### src/rtl/efuse_usr_prog_ctrl.sv
// User eFUSE word sequencer: read, conflict check, per-bit timed program strobe, verify.
// Optional lock-fuse check (SHADOW[31]) enabled by defining EFUSE_USR_CTRL_LOCK_EN.
module efuse_usr_prog_ctrl #(
   parameter int unsigned READ_CYCLES = 2,
   parameter int unsigned PROG_CYCLES = 16,
   parameter int unsigned GAP_CYCLES  = 4
) (
   input  logic        CLK,
   input  logic        RST,
   input  logic        START,
   input  logic [31:0] DATA_IN,
   input  logic [31:0] EFUSEUSR,
   output logic        FUSE_PROG,
   output logic [4:0]  FUSE_ADDR,
   output logic        BUSY,
   output logic        DONE,
   output logic        ERR,
   output logic [1:0]  ERR_CODE,
   output logic [31:0] SHADOW
);

   typedef enum logic [2:0] {
      S_IDLE,
      S_READ,
      S_CHECK,
      S_PROG,
      S_GAP,
      S_VERIFY,
      S_DONE
   } state_t;

   localparam logic [15:0] READ_LD = 16'(READ_CYCLES - 1);
   localparam logic [15:0] PROG_LD = 16'(PROG_CYCLES - 1);
   localparam logic [15:0] GAP_LD  = 16'(GAP_CYCLES - 1);

   localparam logic [1:0] ERR_NONE     = 2'b00;
   localparam logic [1:0] ERR_CONFLICT = 2'b01;
   localparam logic [1:0] ERR_VERIFY   = 2'b10;
`ifdef EFUSE_USR_CTRL_LOCK_EN
   localparam logic [1:0] ERR_LOCKED   = 2'b11;
`endif

   state_t      state_q;
   logic [15:0] cnt_q;
   logic [31:0] target_q;
   logic [31:0] pend_q;
   logic [31:0] shadow_q;
   logic        fuse_prog_q;
   logic [4:0]  fuse_addr_q;
   logic        busy_q;
   logic        done_q;
   logic        err_q;
   logic [1:0]  err_code_q;

   logic [31:0] pend_chk;
   logic [31:0] conflict;
   logic [31:0] pend_nxt;
   logic [4:0]  addr_chk;
   logic [4:0]  addr_nxt;

   // Returns the index of the lowest set bit (0 when v is zero).
   function automatic logic [4:0] lsb_idx(input logic [31:0] v);
      logic [4:0] idx;
      idx = '0;
      for (int i = 31; i >= 0; i--) begin
         if (v[i]) idx = 5'(i);
      end
      return idx;
   endfunction

   assign pend_chk = target_q & ~shadow_q;
   assign conflict = shadow_q & ~target_q;
   assign pend_nxt = pend_q & ~(32'd1 << fuse_addr_q);
   assign addr_chk = lsb_idx(pend_chk);
   assign addr_nxt = lsb_idx(pend_nxt);

   always_ff @(posedge CLK or posedge RST) begin
      if (RST) begin
         state_q     <= S_IDLE;
         cnt_q       <= '0;
         target_q    <= '0;
         pend_q      <= '0;
         shadow_q    <= '0;
         fuse_prog_q <= 1'b0;
         fuse_addr_q <= '0;
         busy_q      <= 1'b0;
         done_q      <= 1'b0;
         err_q       <= 1'b0;
         err_code_q  <= ERR_NONE;
      end else begin
         case (state_q)
            S_IDLE: begin
               if (START) begin
                  target_q   <= DATA_IN;
                  err_q      <= 1'b0;
                  err_code_q <= ERR_NONE;
                  busy_q     <= 1'b1;
                  cnt_q      <= READ_LD;
                  state_q    <= S_READ;
               end
            end
            S_READ: begin
               if (cnt_q == '0) begin
                  shadow_q <= EFUSEUSR;
                  state_q  <= S_CHECK;
               end else begin
                  cnt_q <= cnt_q - 16'd1;
               end
            end
            S_CHECK: begin
`ifdef EFUSE_USR_CTRL_LOCK_EN
               if (shadow_q[31]) begin
                  err_q      <= 1'b1;
                  err_code_q <= ERR_LOCKED;
                  busy_q     <= 1'b0;
                  done_q     <= 1'b1;
                  state_q    <= S_DONE;
               end else
`endif
               if (|conflict) begin
                  err_q      <= 1'b1;
                  err_code_q <= ERR_CONFLICT;
                  busy_q     <= 1'b0;
                  done_q     <= 1'b1;
                  state_q    <= S_DONE;
               end else if (pend_chk == '0) begin
                  busy_q  <= 1'b0;
                  done_q  <= 1'b1;
                  state_q <= S_DONE;
               end else begin
                  pend_q      <= pend_chk;
                  fuse_addr_q <= addr_chk;
                  fuse_prog_q <= 1'b1;
                  cnt_q       <= PROG_LD;
                  state_q     <= S_PROG;
               end
            end
            S_PROG: begin
               if (cnt_q == '0) begin
                  fuse_prog_q <= 1'b0;
                  cnt_q       <= GAP_LD;
                  state_q     <= S_GAP;
               end else begin
                  cnt_q <= cnt_q - 16'd1;
               end
            end
            S_GAP: begin
               if (cnt_q == '0) begin
                  pend_q <= pend_nxt;
                  if (|pend_nxt) begin
                     fuse_addr_q <= addr_nxt;
                     fuse_prog_q <= 1'b1;
                     cnt_q       <= PROG_LD;
                     state_q     <= S_PROG;
                  end else begin
                     fuse_addr_q <= '0;
                     cnt_q       <= READ_LD;
                     state_q     <= S_VERIFY;
                  end
               end else begin
                  cnt_q <= cnt_q - 16'd1;
               end
            end
            S_VERIFY: begin
               if (cnt_q == '0) begin
                  shadow_q <= EFUSEUSR;
                  if (EFUSEUSR != target_q) begin
                     err_q      <= 1'b1;
                     err_code_q <= ERR_VERIFY;
                  end
                  busy_q  <= 1'b0;
                  done_q  <= 1'b1;
                  state_q <= S_DONE;
               end else begin
                  cnt_q <= cnt_q - 16'd1;
               end
            end
            S_DONE: begin
               done_q  <= 1'b0;
               state_q <= S_IDLE;
            end
            default: begin
               state_q <= S_IDLE;
            end
         endcase
      end
   end

   assign FUSE_PROG = fuse_prog_q;
   assign FUSE_ADDR = fuse_addr_q;
   assign BUSY      = busy_q;
   assign DONE      = done_q;
   assign ERR       = err_q;
   assign ERR_CODE  = err_code_q;
   assign SHADOW    = shadow_q;

endmodule

### config.mk
export PLATFORM = sky130hd
export DESIGN_NAME = efuse_usr_prog_ctrl
export DESIGN_NICKNAME = d
export VERILOG_FILES = /design/src/rtl/efuse_usr_prog_ctrl.sv
export SDC_FILE = /design/constraint.sdc
export NUM_CORES = 1
export LEC_CHECK = 0
export CAP_MARGIN = 20
export CORE_AREA = 2 2 176 178
export DETAILED_ROUTE_END_ITERATION = 8
export DIE_AREA = 0 0 178 180
export GPL_TIMING_DRIVEN = 0
export SLEW_MARGIN = 5
export SYNTH_ARGS = -nofsm -noshare
export SYNTH_HDL_FRONTEND = slang
export SYNTH_SLANG_ARGS = --single-unit
### constraint.sdc
create_clock -name CLK -period 5.9 [get_ports CLK]
set_input_delay 1.475 -clock CLK [delete_from_list [all_inputs] [get_ports CLK]]
set_output_delay 1.475 -clock CLK [all_outputs]
set_load 0.02 [all_outputs]
Yosys cells after proc, flatten, opt, wreduce, memory -nomap -nowiden. Cells that the tools add are included.

Register bits after elaboration: 126. Bits in latches: 0. RAM bits: 0. Memory bits (read-only): 0. Output and inout port bits: 43. Logic and storage cells: 172. Memories kept: 0.

Add/sub/neg operators: 1. $mul: 0. Div/mod/pow operators: 0. Order comparisons: 0. Eq/ne operators: 19. Shift operators: 1. Muxes and demuxes: 114. Bitwise gates (word level): 6. Reductions and logical operators: 20.

Operators by type and width (number): two-way mux 5 bit (68); bitwise AND 32 bit (3); two-way mux 16 bit (6); two-way mux 32 bit (3); inverter 32 bit (3); case mux 16 bit (5 select lines) (1); case mux 32 bit (2 select lines) (1); OR reduction 32 bit (2); zero test 32 bit (1); != test 32 bit (1); left shift 1 x 5 -> 32 bit, first input constant (1); two-way mux 3 bit (8); != test 2 bit, second input constant (11); case mux 3 bit (6 select lines) (1); zero test 16 bit (1); subtractor 16 x 1 -> 16 bit, second input constant (1); two-way mux 1 bit (15); AND reduction 5 bit (3); case mux 1 bit (3 select lines) (4); case mux 5 bit (2 select lines) (1); == test 3 bit, second input constant (3); nonzero test 3 bit (3); two-way mux 2 bit (4); AND reduction 4 bit (2); 12 further kinds (14).

Logic depth before layout (Yosys ltp). Gate-level depths: netlist of run 1.

Word-level depth: 38. Gate-level depth with buffers: 11. Gate-level depth less buffers: 9.

Worst setup path before layout of run 1. OpenSTA, ideal clock, no wires.

Path type: input port to flip-flop. From: input START. To: register err_code_q[1] (netlist: ERR_CODE[1]). Setup time: 0.125 ns. Data arrival time: 2.806 ns. Required time: 5.775 ns. Setup slack: 2.969 ns. Stages on the path: 6. Buffers on the path: 1. Cells stage by stage: nor4b_1 clkbuf_1 a211oi_1 a31o_2 a21oi_1 mux2_2.

Longest elaborated chain between the ends: 2.

Ends and longest elaborated chain: start, declared (line 10) `input logic START,`; != test 2 bit (no source line); AND reduction 5 bit (no source line); end signal, assigned (line 89) `err_code_q <= ERR_NONE;`; end signal, assigned (line 96) `err_code_q <= ERR_NONE;`; end signal, assigned (line 122) `err_code_q <= ERR_CONFLICT;`; end, declared (line 53) `logic [1:0] err_code_q;`.

Every way passes these cells. A chain may end at the register's enable or synchronous reset.

Final worst setup path of run 1.
From: input START. To: register target_q[0].

Longest elaborated chain between the ends: 1.

Ends and longest elaborated chain: AND reduction 2 bit (no source line); end signal, assigned (line 81) `target_q <= '0;`; end signal, assigned (line 94) `target_q <= DATA_IN;`; end, declared (line 45) `logic [31:0] target_q;`.

Every way passes these cells.

==> flow_summary.html, run 1 <==
<table>
<tr><th>Metric</th><th>Value</th></tr>
<tr><th colspan="2">Clock tree</th></tr>
<tr><td>Worst-Skew Late Latency</td><td>0.42 ns</td></tr>
<tr><td>Clock Sink Count</td><td>126</td></tr>
<tr><td>Hold-fix buffers at CTS</td><td>0</td></tr>
<tr><td>Num CTS Buffers</td><td>17</td></tr>
<tr><td>Post-cts repair resize count</td><td>0</td></tr>
<tr><td>Count of H-tree levels built during CTS</td><td>4</td></tr>
<tr><td>Clock transition at the registers of the reported paths</td><td>0.06 ns</td></tr>
<tr><td>Buffers inserted during post-CTS setup optimization</td><td>0</td></tr>
<tr><td>Clock root buffer</td><td>clkbuf_16</td></tr>
<tr><td>Maximum clock insertion buffer count</td><td>2</td></tr>
<tr><td>CTS tree</td><td>yes</td></tr>
<tr><th colspan="2">Cells and area</th></tr>
<tr><td>Share of post-route cells with drive strength above 1</td><td>0.140</td></tr>
<tr><td>Final instance area</td><td>between 0.009 and 0.01 mm²</td></tr>
<tr><td>Number of diodes</td><td>0</td></tr>
<tr><td>Layout overhead on the synthesized area</td><td>28.9%</td></tr>
<tr><td>Net count, final</td><td>between 1000 and 1500</td></tr>
<tr><td>Fillers</td><td>~3100</td></tr>
<tr><th colspan="2">Global route</th></tr>
<tr><td>Largest net degree at the start of global routing</td><td>75</td></tr>
<tr><td>Final global-route overflow total</td><td>0</td></tr>
<tr><td>Initial antenna violation count</td><td>0</td></tr>
<tr><td>Number of global-route vias before repair</td><td>slightly above 7000</td></tr>
<tr><td>Aggregate global-route resource usage</td><td>0.168</td></tr>
<tr><td>Wire length of the first global-routing pass</td><td>approximately 41 mm</td></tr>
<tr><th colspan="2">Worst setup path</th></tr>
<tr><td>Kind of capture point of the worst setup path</td><td>flop</td></tr>
<tr><td>Arrival @ worst endpoint</td><td>~4.0 ns</td></tr>
<tr><td>CP Max Fanout</td><td>10</td></tr>
<tr><td>Data required time at the worst endpoint</td><td>6.21 ns</td></tr>
<tr><td>Crit Path Category</td><td>in2reg</td></tr>
<tr><td>Launching element type of the critical path</td><td>input pin</td></tr>
<tr><th colspan="2">Die</th></tr>
<tr><td>Number of top-level pins</td><td>110</td></tr>
<tr><td>Horizontal extent of the die</td><td>178 µm</td></tr>
<tr><td>Die outline area</td><td>~0.032 mm²</td></tr>
<tr><td>Y dimension of the die</td><td>about 180 µm</td></tr>
<tr><td>CORE AREA</td><td>approximately 0.03 mm²</td></tr>
<tr><td>Initial core utilization</td><td>0.255</td></tr>
<tr><td>Number of core rows</td><td>64</td></tr>
<tr><th colspan="2">Placement</th></tr>
<tr><td>Half-perimeter wire length of the detailed placement result</td><td>~20 mm</td></tr>
<tr><td>Instance area after placement</td><td>slightly above 0.009 mm²</td></tr>
<tr><td>Routability cong.</td><td>0.894</td></tr>
<tr><td>Quantity of I/O buffers inserted on ports</td><td>109</td></tr>
<tr><th colspan="2">Logic synthesis</th></tr>
<tr><td>Sequential share of the synthesized area</td><td>0.409</td></tr>
<tr><td>Mean post-synth cell area</td><td>approximately 9.4 µm²</td></tr>
<tr><td>Synthesized netlist cell count</td><td>818</td></tr>
<tr><td>Proportion of synthesized flip-flops having asynchronous set or reset</td><td>1.00</td></tr>
<tr><td>Number of enable flip-flop cells after synthesis</td><td>0</td></tr>
<tr><td>Net count after synthesis</td><td>roughly 890</td></tr>
<tr><td>Most common flop cell mapped by yosys</td><td>dfrtp_1</td></tr>
<tr><td>Ys Warns</td><td>0</td></tr>
<tr><td>Number of storage elements in the synthesis netlist</td><td>126</td></tr>
<tr><td>Number of distinct standard cells referenced by the synthesized netlist</td><td>just over 70</td></tr>
<tr><td>Mapped Area</td><td>0.00770 mm²</td></tr>
<tr><th colspan="2">Timing</th></tr>
<tr><td>Max Transition Viols Final</td><td>0</td></tr>
<tr><td>Final min period</td><td>between 3 and 4 ns</td></tr>
<tr><td>Period Utilization, post-route</td><td>0.623</td></tr>
<tr><td>Maximum achievable frequency</td><td>0.272 GHz</td></tr>
<tr><td>Final Hold Vio Count</td><td>0</td></tr>
<tr><td>Clock tree skew after final layout</td><td>0.00818 ns</td></tr>
<tr><td>Pin slew with the least headroom to its limit</td><td>approximately 0.94 ns</td></tr>
<tr><td>Worst rel slew slack</td><td>0.367</td></tr>
<tr><td>RSZ-0062 raised after global routing</td><td>false</td></tr>
<tr><td>Final setup violation count</td><td>0</td></tr>
<tr><th colspan="2">Drt</th></tr>
<tr><td>Number of vias per cell after detailed routing</td><td>about 5.2</td></tr>
<tr><td>Number of search-and-repair iterations in the first detailed-routing pass</td><td>5</td></tr>
<tr><td>Total length of routed wires</td><td>around 27 mm</td></tr>
<tr><td>Detailed-route via count</td><td>roughly 7000</td></tr>
<tr><td>Detail-routed net length per standard cell</td><td>19.6 µm</td></tr>
<tr><td>Detail Route Antenna Nets</td><td>0</td></tr>
<tr><td>Drt first-iter violations</td><td>approximately 560</td></tr>
<tr><td>Residual DRC count</td><td>0</td></tr>
<tr><th colspan="2">Run</th></tr>
<tr><td>Max Cap Violations</td><td>0</td></tr>
<tr><th colspan="2">Run status</th></tr>
<tr><td>Run status</td><td>finished clean</td></tr>
<tr><th colspan="2">Hold path</th></tr>
<tr><td>Path class of the lowest-slack min-delay path</td><td>reg2reg</td></tr>
<tr><th colspan="2">Power and ir drop</th></tr>
<tr><td>Tot Pwr</td><td>between 2 and 2.5 mW</td></tr>
<tr><td>Leakage Power</td><td>between 4 and 5 nW</td></tr>
<tr><td>Power per cell area</td><td>between 200 and 250 mW/mm²</td></tr>
<tr><td>Worst VDD drop</td><td>0.196 mV</td></tr>
</table>
-- cell type report --
cell class | count | area, µm² | share of cell area
clock buffers | 20 | 447 | 0.0450
multi-input cells | 626 | 4280 | 0.431
repair buffers | 110 | 1120 | 0.113
well taps | 396 | 495 | 0.0499
plain buffers | 43 | 185 | 0.0187
inverters | 23 | 91.3 | 0.00920
flip-flops and latches | 126 | 3150 | 0.318
clock inverters | 11 | 159 | 0.0160
-- worst max-delay path: stages --
cell and delay [ns]:
clkdlybuf4s50_1 0.58, nor4b_1 0.29, clkbuf_1 0.64, clkbuf_1 0.59
mux2_2 0.41
-- cells in the final DEF, fill, tap and decap left out, types with 9 or more instances in the layout --
master	instances
a21o_1	11
a21oi_1	23
a31oi_1	13
buf_2	13
clkbuf_1	29
clkbuf_16	17
clkdlybuf4s50_1	109
dfrtp_1	126
inv_1	22
mux2_2	63
nand2_1	62
nand2b_1	33
nand3_1	17
nand4_1	16
nor2_1	40
nor2b_1	43
nor3_1	14
nor4_1	12
o211ai_1	27
o21a_1	31
o21ai_0	54
o31ai_1	9
or2_2	9
or3_1	12
or4_1	9
xnor2_1	26
-- cell usage after synthesis (all sizes together) (12+ instances only) --
library cell,count,area (µm²)
a21oi,23,115
nor2,40,150
xnor2,26,228
clkbuf,27,101
nand2,62,233
o21a,31,233
a31oi,13,81.3
nand4,16,100
or3,12,75.1
mux2,64,721
nor3,15,80.1
dfrtp,126,3150
nand2b,33,206
nand3,17,85.1
o211ai,27,203
nor4,14,100
buf,16,83.8
nor2b,43,269
o21ai,60,304
inv,23,86.3
-- report_power, final --
part	leakage [nW]	internal (mW)	switching [mW]
registers	1.61	0.888	0.0303
logic	2.18	0.119	0.116
clock network	0.292	0.680	0.423
total	4.07	1.69	0.569
-- worst paths after layout --
check	startpoint	to	slack [ns]	cells past startpoint
setup reg to reg	cnt_q[0]$_DFFE_PP0P_	FUSE_ADDR[1]$_DFFE_PP0P_	2.35	10
hold reg to reg	pend_q[13]$_DFFE_PP0P_	pend_q[13]$_DFFE_PP0P_	0.49	1
min in group asynchronous	RST	pend_q[22]$_DFFE_PP0P_	1.47	2
max in group asynchronous	RST	state_q[2]$_DFFE_PP0P_	3.62	3
hold / removal	pend_q[13]$_DFFE_PP0P_	pend_q[13]$_DFFE_PP0P_	0.49	1
setup / recovery	START	target_q[0]$_DFFE_PP0P_	2.22	5
-- logic make-up after synthesis --
family | Yosys count | synth area share
simple gates | 290 | 0.208
buf+inv | 66 | 0.0353
flops | 126 | 0.409
xor+xnor | 34 | 0.0387
fa+ha+maj | 1 | 0.00162
mux | 67 | 0.0975
compound gates | 234 | 0.209
-- sequential cells by signal, summed over array words and instances (netlist names) --
register   flops
FUSE_PROG      1
SHADOW        32
FUSE_ADDR      5
pend_q        32
ERR            1
cnt_q         16
state_q        3
BUSY           1
ERR_CODE       2
target_q      32
DONE           1
-- stage by stage --
step	utilization	cells	TNS [ns]	worst slack, ns	hold slack (ns)
after floorplan	-	818	0	1.07	0.456
after global placement	0.308	1323	-127.15	-1.02	0.468
after detailed placement	0.309	1324	0	1.76	0.474
after CTS	0.329	1355	0	2.20	0.489
after global routing	0.329	1355	0	2.01	0.506
final	0.329	1355	0	2.22	0.491
-- layer usage --
metal,global-route usage,up-vias,wire [µm]
li1,-,3280,-
met1,0.233,3505,12300
met2,0.263,271,12200
met3,0.0277,38,1310
met4,0.0584,0,675
met5,0,-,0
Note: power is estimated with default switching activity, not from simulation.
==> run 2, diff against run 1 <==
- clock period: 5.9 -> 3.8 ns (I/O delays scaled with it)
==> run 2 against run 1 <==
Net effect: sequential share of layout area fell by 0.18 points; critical path type is now reg2reg; clock power rose by 61%; highest routed layer unchanged; non-clock buffer count rose by 2; cell area rose by 0.57%; final cell count rose by 0.22%; combinational power rose by 56%; worst hold slack got worse by 0.0011 ns; clock-buffer cell count fell by 1; via count fell by 1.5%; utilization rose by 0.19 points; flip-flop and latch count did not move; die area did not move.
==> flow_summary.html, run 2 (synthesis results as in run 1) <==
<table>
<tr><th>Metric</th><th>Value</th></tr>
<tr><th colspan="2">Drt</th></tr>
<tr><td>Detailed-route via count</td><td>6985 (was 7094)</td></tr>
<tr><td>Residual DRC count</td><td>0 (unchanged)</td></tr>
<tr><td>Number of search-and-repair iterations in the first detailed-routing pass</td><td>5 (unchanged)</td></tr>
<tr><td>Detail-routed net length per standard cell</td><td>19.3 µm (was 19.6 µm)</td></tr>
<tr><td>Number of vias per cell after detailed routing</td><td>5.14 (was 5.24)</td></tr>
<tr><td>Drt first-iter violations</td><td>506 (was 564)</td></tr>
<tr><td>Total length of routed wires</td><td>26.2 mm (was 26.5 mm)</td></tr>
<tr><td>Detail Route Antenna Nets</td><td>0 (unchanged)</td></tr>
<tr><th colspan="2">Cells and area</th></tr>
<tr><td>Final instance area</td><td>0.00998 mm² (was 0.00992 mm²)</td></tr>
<tr><td>Most common library cell in the layout ignoring fill and taps</td><td>dfrtp_1 (unchanged)</td></tr>
<tr><td>Most frequent cells in the layout</td><td>dfrtp_1 (126), clkdlybuf4s50_1 (109), mux2_2 (63), nand2_1 (62), o21ai_0 (54) (unchanged)</td></tr>
<tr><td>Final cell count without fillers</td><td>1358 (was 1355)</td></tr>
<tr><td>Layout overhead on the synthesized area</td><td>29.6% (was 28.9%)</td></tr>
<tr><td>Number of diodes</td><td>0 (unchanged)</td></tr>
<tr><td>Share of post-route cells with drive strength above 1</td><td>0.143 (was 0.140)</td></tr>
<tr><td>Net count, final</td><td>1017 (was 1015)</td></tr>
<tr><td>Core utilization of the finished layout</td><td>0.331 (was 0.329)</td></tr>
<tr><th colspan="2">Die</th></tr>
<tr><td>Number of top-level pins</td><td>110 (unchanged)</td></tr>
<tr><td>Y dimension of the die</td><td>180 µm (unchanged)</td></tr>
<tr><td>Initial core utilization</td><td>0.255 (unchanged)</td></tr>
<tr><td>Die outline area</td><td>0.0320 mm² (unchanged)</td></tr>
<tr><td>CORE AREA</td><td>0.0302 mm² (unchanged)</td></tr>
<tr><td>Number of core rows</td><td>64 (unchanged)</td></tr>
<tr><td>Horizontal extent of the die</td><td>178 µm (unchanged)</td></tr>
<tr><th colspan="2">Clock tree</th></tr>
<tr><td>Count of H-tree levels built during CTS</td><td>4 (unchanged)</td></tr>
<tr><td>Clock Sink Count</td><td>126 (unchanged)</td></tr>
<tr><td>Clock transition at the registers of the reported paths</td><td>0.06 ns (about the same)</td></tr>
<tr><td>Hold-fix buffers at CTS</td><td>0 (unchanged)</td></tr>
<tr><td>Post-cts repair resize count</td><td>0 (unchanged)</td></tr>
<tr><td>Maximum clock insertion buffer count</td><td>2 (unchanged)</td></tr>
<tr><td>Num CTS Buffers</td><td>17 (unchanged)</td></tr>
<tr><td>Clock root buffer</td><td>clkbuf_16 (unchanged)</td></tr>
<tr><td>Worst-Skew Late Latency</td><td>0.43 ns (was 0.42 ns)</td></tr>
<tr><td>CTS tree</td><td>yes (unchanged)</td></tr>
<tr><td>Buffers inserted during post-CTS setup optimization</td><td>0 (unchanged)</td></tr>
<tr><th colspan="2">Hold path</th></tr>
<tr><td>End of the worst hold path</td><td>pend_q[9]$_DFFE_PP0P_ (was pend_q[13]$_DFFE_PP0P_)</td></tr>
<tr><td>Cell depth of the worst min-delay path</td><td>1 (unchanged)</td></tr>
<tr><td>Path class of the lowest-slack min-delay path</td><td>reg2reg (unchanged)</td></tr>
<tr><td>Worst min-delay path startpoint</td><td>pend_q[9]$_DFFE_PP0P_ (was pend_q[13]$_DFFE_PP0P_)</td></tr>
<tr><th colspan="2">Timing</th></tr>
<tr><td>Worst rel slew slack</td><td>0.415 (was 0.367)</td></tr>
<tr><td>Final setup violation count</td><td>0 (unchanged)</td></tr>
<tr><td>Worst hold slack</td><td>0.490 ns (was 0.491 ns)</td></tr>
<tr><td>Final min period</td><td>approximately 3.6 ns</td></tr>
<tr><td>RSZ-0062 raised after global routing</td><td>false (unchanged)</td></tr>
<tr><td>Final setup TNS</td><td>0 ns (unchanged)</td></tr>
<tr><td>Clock tree skew after final layout</td><td>0.0132 ns (was 0.00818 ns)</td></tr>
<tr><td>Period Utilization, post-route</td><td>0.945</td></tr>
<tr><td>Final Hold Vio Count</td><td>0 (unchanged)</td></tr>
<tr><td>Post-route setup slack</td><td>0.210 ns (was 2.22 ns)</td></tr>
<tr><td>Maximum achievable frequency</td><td>between 0.2 and 0.3 GHz</td></tr>
<tr><td>Max Transition Viols Final</td><td>0 (unchanged)</td></tr>
<tr><td>Pin slew with the least headroom to its limit</td><td>0.870 ns (was 0.941 ns)</td></tr>
<tr><th colspan="2">Global route</th></tr>
<tr><td>Aggregate global-route resource usage</td><td>0.166 (was 0.168)</td></tr>
<tr><td>Final global-route overflow total</td><td>0 (unchanged)</td></tr>
<tr><td>Number of global-route vias before repair</td><td>6996 (was 7046)</td></tr>
<tr><td>Initial antenna violation count</td><td>0 (unchanged)</td></tr>
<tr><td>Wire length of the first global-routing pass</td><td>40.5 mm (was 41.5 mm)</td></tr>
<tr><td>Largest net degree at the start of global routing</td><td>38 (was 75)</td></tr>
<tr><th colspan="2">Placement</th></tr>
<tr><td>Instance area after placement</td><td>0.00935 mm² (was 0.00932 mm²)</td></tr>
<tr><td>Quantity of I/O buffers inserted on ports</td><td>109 (unchanged)</td></tr>
<tr><td>Half-perimeter wire length of the detailed placement result</td><td>20.3 mm (about the same)</td></tr>
<tr><td>Setup Slack @ Placement</td><td>0.235 ns (was 1.76 ns)</td></tr>
<tr><td>Cell Count Post-Placement</td><td>1326 (was 1324)</td></tr>
<tr><td>Routability cong.</td><td>0.898 (was 0.894)</td></tr>
<tr><th colspan="2">Worst setup path</th></tr>
<tr><td>Capture instance of the worst register-to-register path</td><td>FUSE_ADDR[1]$_DFFE_PP0P_ (unchanged)</td></tr>
<tr><td>CP Max Fanout</td><td>10 (unchanged)</td></tr>
<tr><td>Kind of capture point of the worst setup path</td><td>flop (unchanged)</td></tr>
<tr><td>Arrival @ worst endpoint</td><td>3.88 ns (was 3.98 ns)</td></tr>
<tr><td>Chain of cells forming the critical path</td><td>inv_1, ha_1, nor4b_2, nand4b_1, nor3_2, nand2_1, o21ai_2, buf_2, a21boi_0, a31oi_1 (was clkdlybuf4s50_1, nor4b_1, clkbuf_1, clkbuf_1, mux2_2)</td></tr>
<tr><td>Reg2Reg Depth</td><td>10 (unchanged)</td></tr>
<tr><td>Max stage delay cell, worst path</td><td>nor3_2 (was clkbuf_1)</td></tr>
<tr><td>Worst path max stage delay</td><td>0.63 ns (was 0.64 ns)</td></tr>
<tr><td>Crit Path Category</td><td>reg2reg (was in2reg)</td></tr>
<tr><td>Worst setup slack for register-to-register paths</td><td>0.21 ns (was 2.35 ns)</td></tr>
<tr><td>Origin of the critical flop-to-flop path</td><td>cnt_q[0]$_DFFE_PP0P_ (unchanged)</td></tr>
<tr><td>Data required time at the worst endpoint</td><td>4.09 ns (was 6.21 ns)</td></tr>
<tr><td>Launching element type of the critical path</td><td>flop (was input pin)</td></tr>
<tr><th colspan="2">Run</th></tr>
<tr><td>Max Cap Violations</td><td>0 (unchanged)</td></tr>
<tr><th colspan="2">Power and ir drop</th></tr>
<tr><td>Tot Pwr</td><td>3.56 mW (was 2.26 mW)</td></tr>
<tr><td>Leakage Power</td><td>4.09 nW (was 4.07 nW)</td></tr>
<tr><td>Worst VDD drop</td><td>0.301 mV (was 0.196 mV)</td></tr>
<tr><td>Power per cell area</td><td>357 mW/mm² (was 227 mW/mm²)</td></tr>
<tr><th colspan="2">Run status</th></tr>
<tr><td>Run status</td><td>finished clean (unchanged)</td></tr>
</table>
==> run 2: worst max-delay path by stage <==
| stage | startpoint | to | slack, ns | depth (start not counted) |
|---|---|---|---|---|
| 2_1_floorplan | SHADOW[10]$_DFFE_PP0P_ | pend_q[2]$_DFFE_PP0P_ | 1.02 | 7 |
| 3_3_place_gp | RST | cnt_q[4]$_DFFE_PP0P_ | -0.03 | 2 |
| 3_5_place_dp | START | target_q[0]$_DFFE_PP0P_ | 0.23 | 5 |
| 4_1_cts | cnt_q[0]$_DFFE_PP0P_ | FUSE_ADDR[1]$_DFFE_PP0P_ | 0.28 | 10 |
| 5_1_grt | cnt_q[0]$_DFFE_PP0P_ | FUSE_ADDR[1]$_DFFE_PP0P_ | 0.02 | 10 |
| 6_report | cnt_q[0]$_DFFE_PP0P_ | FUSE_ADDR[1]$_DFFE_PP0P_ | 0.21 | 10 |
==> run 2: layer usage <==
layer  vias to the layer above  track usage  wire length, µm
met5                         -            0                0
met4                         0       0.0698              900
met3                        41       0.0360             1550
met2                       262        0.255            12000
met1                      3388        0.224            11700
li1                       3294            -                -
==> run 2: critical path: cells and delay by family, from the launching register on <==
| family | cells | cell delay [ns] |
|---|---|---|
| and+or+nand+nor | 4 | 1.68 |
| buffers and inverters | 2 | 0.41 |
| DFF | 1 | 0.41 |
| adders and majority gates | 1 | 0.28 |
| AOI/OAI and AO/OA | 3 | 0.66 |
==> run 2: final cells by class <==
cell class | count | area (µm²)
clock buffer | 19 | 443
inverter | 23 | 90.1
clock inverter | 13 | 188
tap | 396 | 495
timing repair buffer | 112 | 1150
sequential | 126 | 3150
multi-input combinational | 626 | 4280
buffer | 43 | 185
fill | 3072 | 20200
==> run 2: report_power, final <==
group	internal, mW	total [mW]	switching (mW)
Combinational	0.188	0.366	0.179
Clock	1.12	1.77	0.652
Sequential	1.38	1.43	0.0472
